[src/rtl/piso_tx.sv]
// -----------------------------------------------------------------------------
// piso_tx : parallel-in / serial-out frame transmitter
//
// Accepts a WIDTH-bit word over a valid/ready handshake and sends it on a
// single wire as: start bit (0), data bits LSB first, optional even-parity
// bit, stop bit (1). Every serial bit is held for CLKS_PER_BIT clocks. The
// line idles at 1.
//
// Optional feature:
//   PISO_TX_PARITY_EN - when defined, a PARITY bit (XOR of the latched word)
//                       is sent between the last data bit and the stop bit.
//                       When undefined there is no parity state or logic.
//
// Parameters:
//   WIDTH        - data word width, 1..32
//   CLKS_PER_BIT - clocks per serial bit, >= 1
//
// Ports:
//   clk      in   rising-edge clock
//   reset    in   asynchronous active-low reset
//   in_data  in   [WIDTH] word to send, sampled on handshake only
//   in_valid in   producer has a word
//   in_ready out  transmitter is idle and can take a word (combinational)
//   sd       out  serial data line, registered, idle high
//   busy     out  frame in progress, registered with the state
//   done     out  one-clock pulse on the first idle cycle after a frame
// -----------------------------------------------------------------------------
module piso_tx #(
    parameter int WIDTH        = 8,
    parameter int CLKS_PER_BIT = 4
) (
    input  logic             clk,
    input  logic             reset,
    input  logic [WIDTH-1:0] in_data,
    input  logic             in_valid,
    output logic             in_ready,
    output logic             sd,
    output logic             busy,
    output logic             done
);

    // Counter widths never collapse to zero, even for single-clock bits or
    // single-bit words.
    localparam int DIV_W = (CLKS_PER_BIT > 1) ? $clog2(CLKS_PER_BIT) : 1;
    localparam int IDX_W = (WIDTH > 1) ? $clog2(WIDTH) : 1;

    localparam logic [DIV_W-1:0] DIV_LAST = DIV_W'(CLKS_PER_BIT - 1);
    localparam logic [IDX_W-1:0] IDX_LAST = IDX_W'(WIDTH - 1);
    localparam logic [DIV_W-1:0] DIV_ONE  = DIV_W'(1);
    localparam logic [IDX_W-1:0] IDX_ONE  = IDX_W'(1);

    typedef enum logic [2:0] {
        S_IDLE   = 3'd0,
        S_START  = 3'd1,
        S_DATA   = 3'd2,
`ifdef PISO_TX_PARITY_EN
        S_PARITY = 3'd3,
`endif
        S_STOP   = 3'd4
    } state_t;

    state_t             state;
    state_t             state_nx;

    logic [DIV_W-1:0]   div;
    logic [DIV_W-1:0]   div_nx;
    logic [IDX_W-1:0]   bit_idx;
    logic [IDX_W-1:0]   bit_idx_nx;
    logic [WIDTH-1:0]   shreg;
    logic [WIDTH-1:0]   shreg_nx;
`ifdef PISO_TX_PARITY_EN
    logic               par;
    logic               par_nx;
`endif

    logic               sd_nx;
    logic               busy_nx;
    logic               done_nx;

    logic               accept;
    logic               bit_tick;
    logic               last_bit;

    assign in_ready = (state == S_IDLE);
    assign accept   = in_valid && in_ready;
    // bit_tick marks the last clock of the current serial bit.
    assign bit_tick = (div == DIV_LAST);
    assign last_bit = (bit_idx == IDX_LAST);

    // -------------------------------------------------------------------------
    // State register
    // -------------------------------------------------------------------------
    always_ff @(posedge clk or negedge reset) begin
        if (!reset) begin
            state <= S_IDLE;
        end else begin
            state <= state_nx;
        end
    end

    // -------------------------------------------------------------------------
    // Next-state logic
    // -------------------------------------------------------------------------
    always_comb begin
        state_nx = state;
        case (state)
            S_IDLE: begin
                if (accept) begin
                    state_nx = S_START;
                end
            end
            S_START: begin
                if (bit_tick) begin
                    state_nx = S_DATA;
                end
            end
            S_DATA: begin
                if (bit_tick && last_bit) begin
`ifdef PISO_TX_PARITY_EN
                    state_nx = S_PARITY;
`else
                    state_nx = S_STOP;
`endif
                end
            end
`ifdef PISO_TX_PARITY_EN
            S_PARITY: begin
                if (bit_tick) begin
                    state_nx = S_STOP;
                end
            end
`endif
            S_STOP: begin
                if (bit_tick) begin
                    state_nx = S_IDLE;
                end
            end
            default: begin
                state_nx = S_IDLE;
            end
        endcase
    end

    // -------------------------------------------------------------------------
    // Datapath next values: divider, bit index, shift register, parity
    // -------------------------------------------------------------------------
    always_comb begin
        div_nx     = div;
        bit_idx_nx = bit_idx;
        shreg_nx   = shreg;
`ifdef PISO_TX_PARITY_EN
        par_nx     = par;
`endif
        if (state == S_IDLE) begin
            if (accept) begin
                div_nx     = '0;
                bit_idx_nx = '0;
                shreg_nx   = in_data;
`ifdef PISO_TX_PARITY_EN
                par_nx     = ^in_data;
`endif
            end
        end else begin
            div_nx = bit_tick ? '0 : (div + DIV_ONE);
            // The word shifts right at each data-bit boundary so bit 0 of the
            // register is always the bit currently on the line.
            if ((state == S_DATA) && bit_tick) begin
                shreg_nx   = shreg >> 1;
                bit_idx_nx = last_bit ? '0 : (bit_idx + IDX_ONE);
            end
        end
    end

    always_ff @(posedge clk or negedge reset) begin
        if (!reset) begin
            div     <= '0;
            bit_idx <= '0;
            shreg   <= '0;
`ifdef PISO_TX_PARITY_EN
            par     <= 1'b0;
`endif
        end else begin
            div     <= div_nx;
            bit_idx <= bit_idx_nx;
            shreg   <= shreg_nx;
`ifdef PISO_TX_PARITY_EN
            par     <= par_nx;
`endif
        end
    end

    // -------------------------------------------------------------------------
    // Output logic
    // -------------------------------------------------------------------------
    // sd is registered from the *next* state and shift-register contents so
    // the line value lands in the same cycle as the state it belongs to; this
    // puts the start bit on the line one clock after the handshake edge.
    always_comb begin
        sd_nx   = 1'b1;
        busy_nx = (state_nx != S_IDLE);
        done_nx = (state == S_STOP) && (state_nx == S_IDLE);
        case (state_nx)
            S_START:  sd_nx = 1'b0;
            S_DATA:   sd_nx = shreg_nx[0];
`ifdef PISO_TX_PARITY_EN
            S_PARITY: sd_nx = par_nx;
`endif
            default:  sd_nx = 1'b1;
        endcase
    end

    always_ff @(posedge clk or negedge reset) begin
        if (!reset) begin
            sd   <= 1'b1;
            busy <= 1'b0;
            done <= 1'b0;
        end else begin
            sd   <= sd_nx;
            busy <= busy_nx;
            done <= done_nx;
        end
    end

endmodule

[config.mk]
export PLATFORM = sky130hd
export DESIGN_NAME = piso_tx
export DESIGN_NICKNAME = d
export VERILOG_FILES = /design/src/rtl/piso_tx.sv
export SDC_FILE = /design/constraint.sdc
export NUM_CORES = 1
export LEC_CHECK = 0
export CORE_UTILIZATION = 35
export DETAILED_ROUTE_END_ITERATION = 12
export GPL_TIMING_DRIVEN = 0
export PLACE_DENSITY = 0.63
export SLEW_MARGIN = 10
export SYNTH_ARGS = -nofsm -noshare
export SYNTH_HDL_FRONTEND = slang
export SYNTH_SLANG_ARGS = --single-unit
[constraint.sdc]
create_clock -name clk -period 1.6 [get_ports clk]
set_input_delay 0.4 -clock clk [delete_from_list [all_inputs] [get_ports clk]]
set_output_delay 0.4 -clock clk [all_outputs]
set_load 0.02 [all_outputs]
==> metrics.md, run 1 <==
| Metric | Value |
|---|---|
| TritonCTS buffer count | 3 |
| Clk_lat worst skew | 300 ps |
| Yosys top cell by area | dfrtp_1 |
| Setup WS post-layout | 11.7 ps |
| Count of input and output buffers | 14 |
| GR Overflow Total | 0 |
| Crit. End Element | output port |
| Final Setup Violations | 0 |
| Tcrit/Tclk final | 0.993 |
| Syn avg cell area | 11.4 µm² |
| Pre-CTS worst setup slack | -386 ps |
| Placer congestion estimate | 0.734 |
| Rel. slew slack | 0.424 |
| CTS tree | done |
| Layout Nets | 123 |
| Top cells by area, synth | dfrtp_1 48%, a221o_1 6.4%, and2_1 5.4% |
| CP max stage cell | dfrtp_1 |
| Post-Synth XOR/XNOR Area | 0 |
| Adder-cell area share of the yosys netlist | 0.0402 |
| Post-Synth Simple-Gate Area | 0.206 |
| Residual DRC count | 0 |
| Routed wire length | 1810 µm |
| Worst EP required | 1200 ps |
| Sequential area share after synthesis | 0.510 |
| Hold buffer count at cts | 0 |
| Vias in the first global route | 648 |
| Area Overhead vs Synth | 32.8% |
| Leakage dissipation | 0.561 nW |
| Htree depth | 1 |
| RSZ-0062 raised after global routing | true |
| Clock root buffer | clkbuf_4 |
| Placed cell areas | 0.00112 mm² |
| CP top delay family | flip-flops |
| Most used cell, CP | buf_6 |
| Yosys reg bits | 19 |
| Clock Skew | 4.53 ps |
| Minimum clock period | 1590 ps |
| Post-synth top cells | 18 x dfrtp_1, 8 x and2_1, 6 x a221o_1 |
| Final Hold Viols | 0 |
| Starting Density | 0.374 |
| Outcome | complete, no violations |
| Power density over the cells | 1590 mW/mm² |
| Clock transition at path regs | 110 ps |
| Fin area | 0.00124 mm² |
| Mux cell area share after synthesis | 0.0107 |
| Yosys top cell area share | 0.482 |
| Die Width | 53.7 µm |
| Max-slew violations | 0 |
| # diodes | 0 |
| CP max stage delay | 400 ps |
| Drt first pass iters | 4 |
| DR WL/cell | 13.1 µm |
| CTS max path bufs | 2 |
| Vias | 708 |
| Asr flop ratio synth | 1.00 |
| Worst-path cell chain | buf_6, nor3_4, buf_6 |
| Post-Syn Area | 935 µm² |
| Final core utilization | 0.496 |
| Synth Warn # | 0 |
| # IOs | 15 |
| Fillers | 228 |
| Net count of the mapped netlist | 96 |
| Distinct cells, synth | 33 |
| Main flop type after synthesis | dfrtp_1 |
| FMAX | 0.630 GHz |
| Num Clock Sinks | 19 |
| Vias/cell | 5.13 |
| Die H | 53.7 µm |
| Worst Hold Class | reg2reg |
| Number of flops mapped to enable cells by yosys | 0 |
| Std-Cell Rows | 18 |
| Share of cells above drive strength 1 | 0.231 |
| Worst ir drop on vdd | 0.900 mV |
| Placeable Area | 0.00250 mm² |
| Detail Route Antenna Nets | 0 |
| DR iter-0 viols | 6 |
| Crit start category | flop |
| Largest family of logic cells by synthesized area | simple AND/OR/NAND/NOR gates |
| Initial antenna violation count | 0 |
| Mapped Cells | 82 |
| First-pass GRT wire length | 2980 µm |
| Count of buffer and inverter cells on the critical path | 2 |
| Largest net degree at the start of global routing | 20 |
| Critical path type | reg2out |
| Slew @ Worst Pin | 861 ps |
| Critical Path AT | 1190 ps |
| Max_cap viols | 0 |
| CP max FO | 6 |
| Hpwl dp | 1190 µm |
| Compound-Gate Fraction of Synth Area | 0.179 |
| All-Layer GR Usage | 0.147 |
| Die area | 0.00288 mm² |
| Most frequent cell after synthesis | dfrtp_1 |
-- layout make-up --
| cell class | count | area (µm²) | area share |
|---|---|---|---|
| clock buffer | 3 | 22.5 | 0.0181 |
| tap | 30 | 37.5 | 0.0302 |
| sequential | 19 | 477 | 0.384 |
| multi-input combinational | 54 | 427 | 0.344 |
| buffer | 6 | 60.1 | 0.0484 |
| inverter | 2 | 7.51 | 0.00605 |
| timing repair buffer | 23 | 205 | 0.165 |
| clock inverter | 1 | 5.00 | 0.00403 |
-- flip-flops by register name, summed over array words and instances (netlist names) --
name and cells:
sd 1, state 3, done 1, div 2, shreg 8, busy 1, bit_idx 3
-- final timing paths --
path                                            from              endpoint  slack (ps)  cells after the start
worst max-delay path              state[1]$_DFF_PN0_              in_ready          10                      3
worst min-delay path            shreg[7]$_DFFE_PN0P_  shreg[7]$_DFFE_PN0P_         510                      1
worst max register to register    div[0]$_DFFE_PN0P_  shreg[5]$_DFFE_PN0P_          60                      5
worst min register to register  shreg[7]$_DFFE_PN0P_  shreg[7]$_DFFE_PN0P_         510                      1
max in group asynchronous                      reset    state[1]$_DFF_PN0_         500                      1
min in group asynchronous                      reset    div[1]$_DFFE_PN0P_         580                      1
-- routing by layer --
layer	global-route usage	wire [µm]	up-vias
met4	0.0395	13	0
met2	0.243	851	17
met1	0.174	859	337
li1	-	-	352
met3	0.0593	88	2
met5	0	0	-
-- per-stage QoR --
step / power (mW) / instances / hold WS (ps) / TNS (ps)
floorplan: 1.33 / 82 / 104 / 0
global placement: 1.55 / 126 / 478 / -3060
detailed placement: 1.57 / 126 / 485 / -3300
CTS: 1.89 / 131 / 517 / -108
global route: 2.13 / 138 / 530 / -57.2
finish: 1.97 / 138 / 512 / 0
-- repair_timing --
action	4_1_cts	5_1_grt
setup buffers	2	7
endpoints found under the setup margin	12	8
pin swaps	1	2
gates resized for setup	13	7
-- layout by cell type, fill, tap and decap left out --
master,Yosys,layout
nor2b_1,3,3
a221oi_1,1,1
nand3b_1,3,3
dlygate4sd2_1,0,3
clkinv_2,0,1
nand4b_1,1,1
and2_1,8,8
clkdlybuf4s15_1,0,1
nand2b_1,4,4
buf_6,1,4
ha_1,3,2
clkdlybuf4s50_1,0,9
a221o_1,6,6
o21a_1,1,1
a21oi_1,2,2
or3_1,1,1
a22o_1,3,3
a211oi_1,1,1
buf_4,1,10
nor3_1,1,1
nor3_4,0,1
ha_4,0,1
nand2_1,3,3
buf_2,4,1
a211o_1,1,1
o31ai_1,1,1
clkbuf_8,0,1
clkbuf_4,0,3
a41oi_1,1,1
nor2_1,1,1
o21bai_1,1,1
or3b_2,1,1
inv_1,2,2
o21ai_0,3,3
mux2i_1,1,1
dfrtp_1,18,18
dfstp_2,1,1
nor4bb_1,1,1
and4bb_2,1,1
-- kinds of logic (layout without fill, tap and decap cells) --
group,after synthesis,count (layout)
compound gates,21,21
fa+ha+maj,3,3
flops,19,19
mux,1,1
simple gates,29,29
buf+inv,9,35
-- where the power goes --
| part | leakage [nW] | switching, mW | total (mW) | internal (mW) |
|---|---|---|---|---|
| logic | 0.303 | 0.424 | 0.954 | 0.530 |
| clock network | 0.0177 | 0.152 | 0.245 | 0.0932 |
| registers | 0.240 | 0.102 | 0.773 | 0.672 |
Power figures use the tool's default switching activity.
==> run 2, diff against run 1 <==
Settings changed: CAP_MARGIN set to 20.
==> results of run 2 <==
Final layout, timing and power as in run 1 (identical DEF).
==> run 3, diff against run 2 <==
Settings changed: GPL_TIMING_DRIVEN 0 to not set.
==> metrics.md, run 3 (synthesis results as in run 1) <==
| Metric | Value |
|---|---|
| Outcome | complete, no violations (unchanged) |
| Clock Skew | 13.7 ps (was 4.53 ps) |
| Top flop regs | shreg: 8 flops, bit_idx: 3 flops, state: 3 flops (unchanged) |
| Crit. End Element | output port (unchanged) |
| Count of input and output buffers | 14 (unchanged) |
| Max-slew violations | 0 (unchanged) |
| Met3 wire len | 79 µm (was 88 µm) |
| Clock root buffer | clkbuf_4 (unchanged) |
| Die H | 53.7 µm (unchanged) |
| CP max stage delay | 420 ps (was 400 ps) |
| Worst Hold Class | in2async (was reg2reg) |
| Count of buffer and inverter cells on the critical path | 1 (was 2) |
| WL met1 | 849 µm (was 859 µm) |
| Placer congestion estimate | 0.717 (was 0.734) |
| Vias in the first global route | 713 (was 648) |
| Final core utilization | 0.479 (was 0.496) |
| Final Hold Viols | 0 (unchanged) |
| Hpwl dp | 1310 µm (was 1190 µm) |
| Final Setup Violations | 0 (unchanged) |
| Routed length on met2 | 892 µm (was 851 µm) |
| Power density over the cells | 1610 mW/mm² (was 1590 mW/mm²) |
| Tcrit/Tclk final | 0.966 (was 0.993) |
| CTS tree | done (unchanged) |
| Starting Density | 0.374 (unchanged) |
| Residual DRC count | 0 (unchanged) |
| # diodes | 0 (unchanged) |
| RSZ-0062 raised after global routing | false (was true) |
| First-pass GRT wire length | 3160 µm (was 2980 µm) |
| TritonCTS buffer count | 3 (unchanged) |
| Worst EP required | 1200 ps (about the same) |
| Leakage dissipation | 0.534 nW (was 0.561 nW) |
| Layout Nets | 119 (was 123) |
| Slew @ Worst Pin | 332 ps (was 861 ps) |
| Vias | 712 (was 708) |
| GR Overflow Total | 0 (unchanged) |
| All-Layer GR Usage | 0.155 (was 0.147) |
| Uppermost layer routed | met4 (unchanged) |
| CP top delay family | flip-flops (unchanged) |
| CTS max path bufs | 2 (unchanged) |
| # IOs | 15 (unchanged) |
| Die area | 0.00288 mm² (unchanged) |
| Largest net degree at the start of global routing | 20 (unchanged) |
| Placeable Area | 0.00250 mm² (unchanged) |
| Worst-path cell chain | nor3_2, buf_4 (was buf_6, nor3_4, buf_6) |
| Htree depth | 1 (unchanged) |
| Detail Route Antenna Nets | 0 (unchanged) |
| Routed wire length | 1830 µm (was 1810 µm) |
| Worst hold-check slack | 404 ps (was 512 ps) |
| Share of cells above drive strength 1 | 0.221 (was 0.231) |
| Max_cap viols | 0 (unchanged) |
| Hold buffer count at cts | 0 (unchanged) |
| Die Width | 53.7 µm (unchanged) |
| CP max FO | 2 (was 6) |
| Minimum clock period | 1540 ps (was 1590 ps) |
| Initial antenna violation count | 0 (unchanged) |
| Most flops, register | shreg (unchanged) |
| Drt first pass iters | 4 (unchanged) |
| DR WL/cell | 13.7 µm (was 13.1 µm) |
| Max reg flops | 8 (unchanged) |
| Num Clock Sinks | 19 (unchanged) |
| Commonest non-fill, non-tap cell in the layout | dfrtp_1 (unchanged) |
| DR iter-0 viols | 8 (was 6) |
| Vias/cell | 5.31 (was 5.13) |
| Critical Path AT | 1140 ps (was 1190 ps) |
| Std-Cell Rows | 18 (unchanged) |
| Crit start category | flop (unchanged) |
| Commonest non-fill, non-tap cells in the layout | 18 x dfrtp_1, 12 x buf_4, 10 x clkdlybuf4s50_1 (was 18 x dfrtp_1, 10 x buf_4, 9 x clkdlybuf4s50_1) |
| Critical path type | reg2out (unchanged) |
| Worst ir drop on vdd | 0.835 mV (was 0.900 mV) |
| Clock transition at path regs | 120 ps (was 110 ps) |
| Clk_lat worst skew | 310 ps (was 300 ps) |
| Rel. slew slack | 0.779 (was 0.424) |
| FMAX | 0.647 GHz (was 0.630 GHz) |
| Area Overhead vs Synth | 28.2% (was 32.8%) |
| CP max stage cell | dfrtp_1 (unchanged) |
-- run 3: routing by layer --
metal / global-route usage / vias to the layer above
met5: 0 / -
met4: 0.0526 / 0
met3: 0.0593 / 2
met2: 0.267 / 15
met1: 0.173 / 352
li1: - / 343
-- run 3: worst paths after layout --
path | cells after the start | endpoint | start | slack [ps]
setup / recovery | 2 | in_ready | state[1]$_DFF_PN0_ | 60
hold / removal | 2 | div[0]$_DFFE_PN0P_ | reset | 400
setup reg to reg | 4 | shreg[6]$_DFFE_PN0P_ | state[1]$_DFF_PN0_ | 70
hold reg to reg | 1 | shreg[7]$_DFFE_PN0P_ | shreg[7]$_DFFE_PN0P_ | 510
max in group asynchronous | 2 | sd$_DFF_PN1_ | reset | 940
min in group clk | 1 | shreg[7]$_DFFE_PN0P_ | shreg[7]$_DFFE_PN0P_ | 510
-- run 3: repair_timing --
item / in CTS / in global routing
resized for setup: 9 / 4
setup buffers: 0 / 0
endpoints found under the setup margin: 12 / 8
-- run 3: metrics by stage --
| stage | worst slack, ps | total power [mW] | cell area (µm²) | setup TNS (ps) | instances |
|---|---|---|---|---|---|
| final | 55.1 | 1.93 | 1200 | 0 | 134 |
| after global routing | 10.4 | 2.07 | 1200 | 0 | 134 |
| after CTS | 25.4 | 1.89 | 1180 | 0 | 134 |
| after detailed placement | -269 | 1.67 | 1150 | -2020 | 130 |
| after global placement | -254 | 1.63 | 1150 | -2070 | 130 |
| after floorplan | 4.07 | 1.33 | 945 | 0 | 82 |
-- run 3: power breakdown --
group	switching, mW	leakage, nW	total (mW)	internal [mW]
clock network	0.156	0.0177	0.249	0.0933
registers	0.115	0.240	0.787	0.672
logic	0.409	0.276	0.895	0.486
-- run 3: final cells by class --
type | count | area, µm²
Clock buffer | 3 | 22.5
Clock inverter | 1 | 5.00
Fill cell | 248 | 1300
Inverter | 2 | 7.51
Multi-Input combinational cell | 54 | 432
Sequential cell | 19 | 477
Tap cell | 30 | 37.5
Timing Repair Buffer | 25 | 218
